**src/rtl/game_pkg.sv**
```systemverilog
// Shared encodings for the game sequencer, its BCD countdown and the display driver.
package game_pkg;

  localparam int STATE_BITS = 2;
  localparam int DIGIT_BITS = 4;

  typedef enum logic [STATE_BITS-1:0] {
    STATE_GAME  = 2'd0,
    STATE_PAUSE = 2'd1,
    STATE_RESET = 2'd2,
    STATE_OVER  = 2'd3
  } game_state_e;

  typedef struct packed {
    logic [DIGIT_BITS-1:0] tens;
    logic [DIGIT_BITS-1:0] ones;
  } bcd2_t;

  // Segment patterns ordered gfedcba, active-high.
  localparam logic [6:0] SEG_0     = 7'b0111111;
  localparam logic [6:0] SEG_1     = 7'b0000110;
  localparam logic [6:0] SEG_2     = 7'b1011011;
  localparam logic [6:0] SEG_3     = 7'b1001111;
  localparam logic [6:0] SEG_4     = 7'b1100110;
  localparam logic [6:0] SEG_5     = 7'b1101101;
  localparam logic [6:0] SEG_6     = 7'b1111101;
  localparam logic [6:0] SEG_7     = 7'b0000111;
  localparam logic [6:0] SEG_8     = 7'b1111111;
  localparam logic [6:0] SEG_9     = 7'b1101111;
  localparam logic [6:0] SEG_BLANK = 7'b0000000;

  function automatic bcd2_t to_bcd2(input int value);
    bcd2_t r;
    r.tens = 4'(value / 10);
    r.ones = 4'(value % 10);
    return r;
  endfunction

  function automatic logic [6:0] digit_to_seg(input logic [DIGIT_BITS-1:0] d);
    logic [6:0] seg;
    case (d)
      4'd0:    seg = SEG_0;
      4'd1:    seg = SEG_1;
      4'd2:    seg = SEG_2;
      4'd3:    seg = SEG_3;
      4'd4:    seg = SEG_4;
      4'd5:    seg = SEG_5;
      4'd6:    seg = SEG_6;
      4'd7:    seg = SEG_7;
      4'd8:    seg = SEG_8;
      4'd9:    seg = SEG_9;
      default: seg = SEG_BLANK;
    endcase
    return seg;
  endfunction

endpackage

```
**src/rtl/game_ctrl_if.sv**
```systemverilog
// Button/tick inputs and state/time outputs of the game sequencer.
interface game_ctrl_if;
  import game_pkg::*;

  logic                  btn_pause;
  logic                  btn_reset;
  logic                  one_hz;
  logic [STATE_BITS-1:0] state;
  logic [DIGIT_BITS-1:0] time_tens;
  logic [DIGIT_BITS-1:0] time_ones;
  logic                  time_up;
  logic                  running;

  modport master (
    input  btn_pause, btn_reset, one_hz,
    output state, time_tens, time_ones, time_up, running
  );

  modport slave (
    output btn_pause, btn_reset, one_hz,
    input  state, time_tens, time_ones, time_up, running
  );

endinterface

```
**src/rtl/game_ctrl_bcd_down_counter.sv**
```systemverilog
// Two-digit BCD down counter; decrements digit-wise and saturates at 00.
module bcd_down_counter
  import game_pkg::*;
(
  input  logic                  clk,
  input  logic                  rst,
  input  logic                  load,
  input  bcd2_t                 load_val,
  input  logic                  dec_en,
  output logic [DIGIT_BITS-1:0] tens,
  output logic [DIGIT_BITS-1:0] ones,
  output logic                  is_one,
  output logic                  is_zero
);

  logic [DIGIT_BITS-1:0] tens_r, ones_r;
  logic [DIGIT_BITS-1:0] tens_s, ones_s;
  logic                  is_zero_s;

  assign is_zero_s = (tens_r == 4'd0) && (ones_r == 4'd0);

  // Next digit values: load wins, then a borrow-aware decrement.
  always_comb begin
    tens_s = tens_r;
    ones_s = ones_r;
    if (load) begin
      tens_s = load_val.tens;
      ones_s = load_val.ones;
    end else if (dec_en && !is_zero_s) begin
      if (ones_r == 4'd0) begin
        ones_s = 4'd9;
        tens_s = tens_r - 4'd1;
      end else begin
        ones_s = ones_r - 4'd1;
      end
    end else begin
      tens_s = tens_r;
      ones_s = ones_r;
    end
  end

  // Digit registers, reset to the load value.
  always_ff @(posedge clk) begin
    if (rst) begin
      tens_r <= load_val.tens;
      ones_r <= load_val.ones;
    end else begin
      tens_r <= tens_s;
      ones_r <= ones_s;
    end
  end

  assign tens    = tens_r;
  assign ones    = ones_r;
  assign is_one  = (tens_r == 4'd0) && (ones_r == 4'd1);
  assign is_zero = is_zero_s;

endmodule

```
**src/rtl/game_ctrl.sv**
```systemverilog
// Game sequencer: RESET/PAUSE/GAME/OVER control and one-second BCD countdown.
module game_ctrl
  import game_pkg::*;
#(
  parameter int GAME_SECONDS = 60,
  parameter int RESET_CYCLES = 4,
  parameter int RST_CNT_BITS = 3
) (
  input  logic       clk,
  input  logic       rst,
  game_ctrl_if.master bus
);

  localparam bcd2_t                   INIT_TIME = to_bcd2(GAME_SECONDS);
  localparam logic [RST_CNT_BITS-1:0] RST_LAST  = RST_CNT_BITS'(RESET_CYCLES - 1);
  localparam logic [RST_CNT_BITS-1:0] RCNT_ONE  = RST_CNT_BITS'(1);
  localparam logic [RST_CNT_BITS-1:0] RCNT_ZERO = RST_CNT_BITS'(0);

  game_state_e             state_r, state_s;
  logic [RST_CNT_BITS-1:0] rcnt_r, rcnt_s;
  logic                    one_hz_q_r;
  logic                    time_up_r, running_r;
  logic                    tick_s, dec_en_s;
  logic                    is_one_s, is_zero_s;

  assign tick_s   = bus.one_hz & ~one_hz_q_r;
  assign dec_en_s = (state_r == STATE_GAME) && tick_s && !bus.btn_reset && !is_zero_s;

  // Next-state logic; btn_reset restarts the hold sequence from anywhere.
  always_comb begin
    state_s = state_r;
    rcnt_s  = RCNT_ZERO;
    if (bus.btn_reset) begin
      state_s = STATE_RESET;
      rcnt_s  = RCNT_ZERO;
    end else begin
      case (state_r)
        STATE_RESET: begin
          if (rcnt_r == RST_LAST) begin
            state_s = STATE_PAUSE;
          end else begin
            rcnt_s = rcnt_r + RCNT_ONE;
          end
        end
        STATE_PAUSE: begin
          if (bus.btn_pause) begin
            state_s = STATE_GAME;
          end else begin
            state_s = STATE_PAUSE;
          end
        end
        STATE_GAME: begin
          // The final tick beats a simultaneous pause request.
          if (tick_s && is_one_s) begin
            state_s = STATE_OVER;
          end else if (bus.btn_pause) begin
            state_s = STATE_PAUSE;
          end else begin
            state_s = STATE_GAME;
          end
        end
        STATE_OVER:  state_s = STATE_OVER;
        default:     state_s = STATE_RESET;
      endcase
    end
  end

  // State, hold counter, tick history and decoded flag registers.
  always_ff @(posedge clk) begin
    if (rst) begin
      state_r    <= STATE_RESET;
      rcnt_r     <= RCNT_ZERO;
      one_hz_q_r <= 1'b0;
      time_up_r  <= 1'b0;
      running_r  <= 1'b0;
    end else begin
      state_r    <= state_s;
      rcnt_r     <= rcnt_s;
      one_hz_q_r <= bus.one_hz;
      time_up_r  <= (state_s == STATE_OVER);
      running_r  <= (state_s == STATE_GAME);
    end
  end

  bcd_down_counter u_time (
    .clk      (clk),
    .rst      (rst),
    .load     (bus.btn_reset),
    .load_val (INIT_TIME),
    .dec_en   (dec_en_s),
    .tens     (bus.time_tens),
    .ones     (bus.time_ones),
    .is_one   (is_one_s),
    .is_zero  (is_zero_s)
  );

  assign bus.state   = state_r;
  assign bus.time_up = time_up_r;
  assign bus.running = running_r;

endmodule

```
**src/flat_wrapper.sv**
```systemverilog
// flat-port wrapper written by rule: the top's interface ports become plain ports
module game_ctrl_flat import game_pkg::*;
#(
  parameter int GAME_SECONDS = 60,
  parameter int RESET_CYCLES = 4,
  parameter int RST_CNT_BITS = 3
)
  (clk, rst, bus_btn_pause, bus_btn_reset, bus_one_hz, bus_state, bus_time_tens, bus_time_ones, bus_time_up, bus_running);
  game_ctrl_if bus_i ();
  input  logic clk;
  input  logic rst;
  input wire logic [$bits(bus_i.btn_pause)-1:0] bus_btn_pause;
  input wire logic [$bits(bus_i.btn_reset)-1:0] bus_btn_reset;
  input wire logic [$bits(bus_i.one_hz)-1:0] bus_one_hz;
  output wire logic [$bits(bus_i.state)-1:0] bus_state;
  output wire logic [$bits(bus_i.time_tens)-1:0] bus_time_tens;
  output wire logic [$bits(bus_i.time_ones)-1:0] bus_time_ones;
  output wire logic [$bits(bus_i.time_up)-1:0] bus_time_up;
  output wire logic [$bits(bus_i.running)-1:0] bus_running;
  assign bus_i.btn_pause = bus_btn_pause;
  assign bus_i.btn_reset = bus_btn_reset;
  assign bus_i.one_hz = bus_one_hz;
  assign bus_state = bus_i.state;
  assign bus_time_tens = bus_i.time_tens;
  assign bus_time_ones = bus_i.time_ones;
  assign bus_time_up = bus_i.time_up;
  assign bus_running = bus_i.running;
  game_ctrl #(.GAME_SECONDS(GAME_SECONDS), .RESET_CYCLES(RESET_CYCLES), .RST_CNT_BITS(RST_CNT_BITS)) u_core (.clk(clk), .rst(rst), .bus(bus_i));
endmodule
```
**config.mk**
```make
export PLATFORM = sky130hd
export DESIGN_NAME = game_ctrl_flat
export DESIGN_NICKNAME = d
export VERILOG_FILES = /design/src/rtl/game_pkg.sv /design/src/rtl/game_ctrl_if.sv /design/src/rtl/game_ctrl_bcd_down_counter.sv /design/src/rtl/game_ctrl.sv /design/src/flat_wrapper.sv
export SDC_FILE = /design/constraint.sdc
export NUM_CORES = 1
export LEC_CHECK = 0
export BUFFER_PORTS_ARGS = -buffer_cell sky130_fd_sc_hd__buf_2
export CORE_MARGIN = 2
export CORE_UTILIZATION = 50
export DETAILED_ROUTE_END_ITERATION = 12
export PLACE_DENSITY = 0.73
export SYNTH_ARGS = -nofsm -noshare
export SYNTH_HDL_FRONTEND = slang
export SYNTH_SLANG_ARGS = --single-unit
```
**constraint.sdc**
```tcl
create_clock -name clk -period 3.44 [get_ports clk]
set_input_delay 0.516 -clock clk [delete_from_list [all_inputs] [get_ports clk]]
set_output_delay 0.516 -clock clk [all_outputs]
set_load 0.05 [all_outputs]
```
==> out/metrics.cfg <==
[status]
status=finished clean

[clock_tree]
cts_tree=built
clk_latency_ns=0.29
clockRootBuffer=clkbuf_4
cts_made_buffers=3
htreeDepth=1
cts_hold_buf=0
clkSlewWorstSetupHoldPaths_ns=0.08
clock_path_buffers=2
clkSinkCount=16
postCtsSetupRepairBufs=0
cts-resized-gates=0

[sta]
finalSetupTns_ns=0
period_needed_ns=1.89
tightest_slew_ns=0.558
setup_viol_count_final=0
hold_violations=0
finalClockSkew_ns=0.00116
fin_crit_sh_pct=54.8
relSlewSlack_pct=62.5
rsz0062_at_grt=no
holdWs_ns=0.424
maxSlewViolCount=0
fmax_ghz=0.530

[floorplanning]
dieHeight_microns=43.0
die_x_microns=43.0
rows=14
dieArea_sq_mm=0.00185
io_pins=17
core_region_area_sq_mm=0.00147
initial_utilization_pct=51.7

[setup_path]
crit_path_end_kind=register
cp_num_cells=4
worst-r2r-cell-count=4
critical_path_required_ns=3.61
path_cells=or4b_4, nor4_2, and4_1, o21ai_1
crit_slowest_cell=or4b_4
timing_worst_setup_path_type=register to register
crit_buf_inv=0
worstPathArrival_ns=2.05
cp_top_family=simple AND/OR/NAND/NOR gates
slowest_delay_ns=0.61
cp_max_fo=11
cp-start-kind=register

[placed_design]
numPortBuffers=16
place_area_sq_um=841
gp_congestion=0.823
hpwl_mm=1.14

[logic_synthesis]
netlist_area_sq_um=761
postSynthNetCount=92
ys_ff_latch=16
synthCells=83
syn-mean-instance-area_sq_um=9.17
ys_warn_count=0
synth_edf_count=0
ys_seq_area_share_pct=42.1
async_flop_share_pct=0
synth_ff_type=dfxtp_1
ys_types=34

[grt]
use_met3_pct=7.66
grt_pass1_vias=583
grt_max_degree=12
grtUsageTotal_pct=18.8
grt_busiest_layer=met2
grt_use_met2_pct=27.6
grt_util_met1_pct=25.2
grt.overflow.total=0
antenna_found_initial=0
grt_pass1_wl_mm=2.57

[drt]
post_drt_wl_per_cell_microns=12.5
drc=0
ant_nets=0
vias=679
via_per_inst=5.85
wl_mm=1.45
dr.first_iter.drc_count=16
dr.pass1.iters=4

[finish]
drive_gt1_share_pct=24.0
diodes=0
utilization_pct=59.6
nNetsFinal=110
final_cell_mix=buf_2, dfxtp_1, nor2_1, nand2_1
fillCellCount=138
synthToLayoutAreaGrowth_pct=15.3
fin_area_sq_um=877

[min_path]
hp-class=input port to register
hold_depth=2

[pwr]
finalPower_mw=0.322
vdd_ir_drop_max_v=0.000254
p_per_area_mw_per_mm2=367
p_leak_nw=0.366

[flow_run]
cap_viol_max_count=0

-- per-layer routing --
metal	vias to the layer above	wire [microns]	part of all wire [%]
met5	-	0	0
met2	20	661	46
met4	0	11	0.76
li1	342	-	-
met1	314	670	46
met3	3	107	7.4
-- logic make-up after synthesis --
family                   Yosys count  share of synthesized area (%)
buffers and inverters              6                           4.11
adder cells (fa/ha/maj)            4                           6.58
multiplexers                       2                           2.63
AND/OR/NAND/NOR                   40                           32.6
flip-flops                        16                           42.1
AO/OA/AOI/OAI                     15                           12.0
-- cell usage after synthesis, types with 2 or more instances --
| master | instances | area (sq um) |
|---|---|---|
| nor2b_1 | 2 | 12.5 |
| nand2_1 | 6 | 22.5 |
| or3_1 | 3 | 18.8 |
| dfxtp_1 | 16 | 320 |
| nor3_1 | 4 | 20.0 |
| inv_1 | 3 | 11.3 |
| o21ai_1 | 5 | 25.0 |
| and4_1 | 2 | 17.5 |
| mux2i_1 | 2 | 20.0 |
| ha_1 | 4 | 50.1 |
| a21oi_1 | 5 | 25.0 |
| nor4_1 | 2 | 12.5 |
| nor2_1 | 7 | 26.3 |
| nor3b_1 | 2 | 15.0 |
-- flip-flops by register name, summed over array words and instances (netlist names) --
register and flops:
u_core.one_hz_q_r 1, u_core.u_time.tens 4, u_core.bus.state 2, u_core.bus.time_up 1, u_core.bus.running 1, u_core.rcnt_r 3, u_core.u_time.ones 4
-- final cells by class --
| type | count | area [sq um] | share of cell area, % |
|---|---|---|---|
| multi-input combinational | 61 | 409 | 46.6 |
| sequential | 16 | 320 | 36.5 |
| timing repair buffer | 16 | 80.1 | 9.13 |
| clock buffer | 4 | 36.3 | 4.14 |
| tap | 16 | 20.0 | 2.28 |
| inverter | 3 | 11.3 | 1.28 |
-- path summary, 6_finish.rpt --
kind	to	from	slack, ns
max	u_core.u_time.tens[2]$_SDFFE_PP1P_	u_core.bus.state[0]$_SDFF_PP0_	1.55
min	u_core.one_hz_q_r$_SDFF_PP0_	rst	0.42
max reg2reg	u_core.u_time.tens[2]$_SDFFE_PP1P_	u_core.bus.state[0]$_SDFF_PP0_	1.55
min reg2reg	u_core.rcnt_r[0]$_SDFF_PP0_	u_core.rcnt_r[0]$_SDFF_PP0_	0.42
-- report_power, final --
group | switching, mW | internal, mW | total, mW
Clock | 0.0558 | 0.0646 | 0.120
Combinational | 0.00827 | 0.00481 | 0.0131
Sequential | 0.00114 | 0.187 | 0.188
-- worst register-to-register path: stages, from the launching register on --
cell and delay [ns]:
dfxtp_1 0.40, or4b_4 0.61, nor4_2 0.44, and4_1 0.26, o21ai_1 0.05
-- per-stage QoR --
step | worst slack [ns] | cells
final | 1.55 | 116
after global placement | 1.50 | 112
after detailed placement | 1.43 | 112
after CTS | 1.56 | 116
after floorplan | 1.40 | 83
after global routing | 1.43 | 116
No activity file was read; power rests on OpenSTA's default activity.
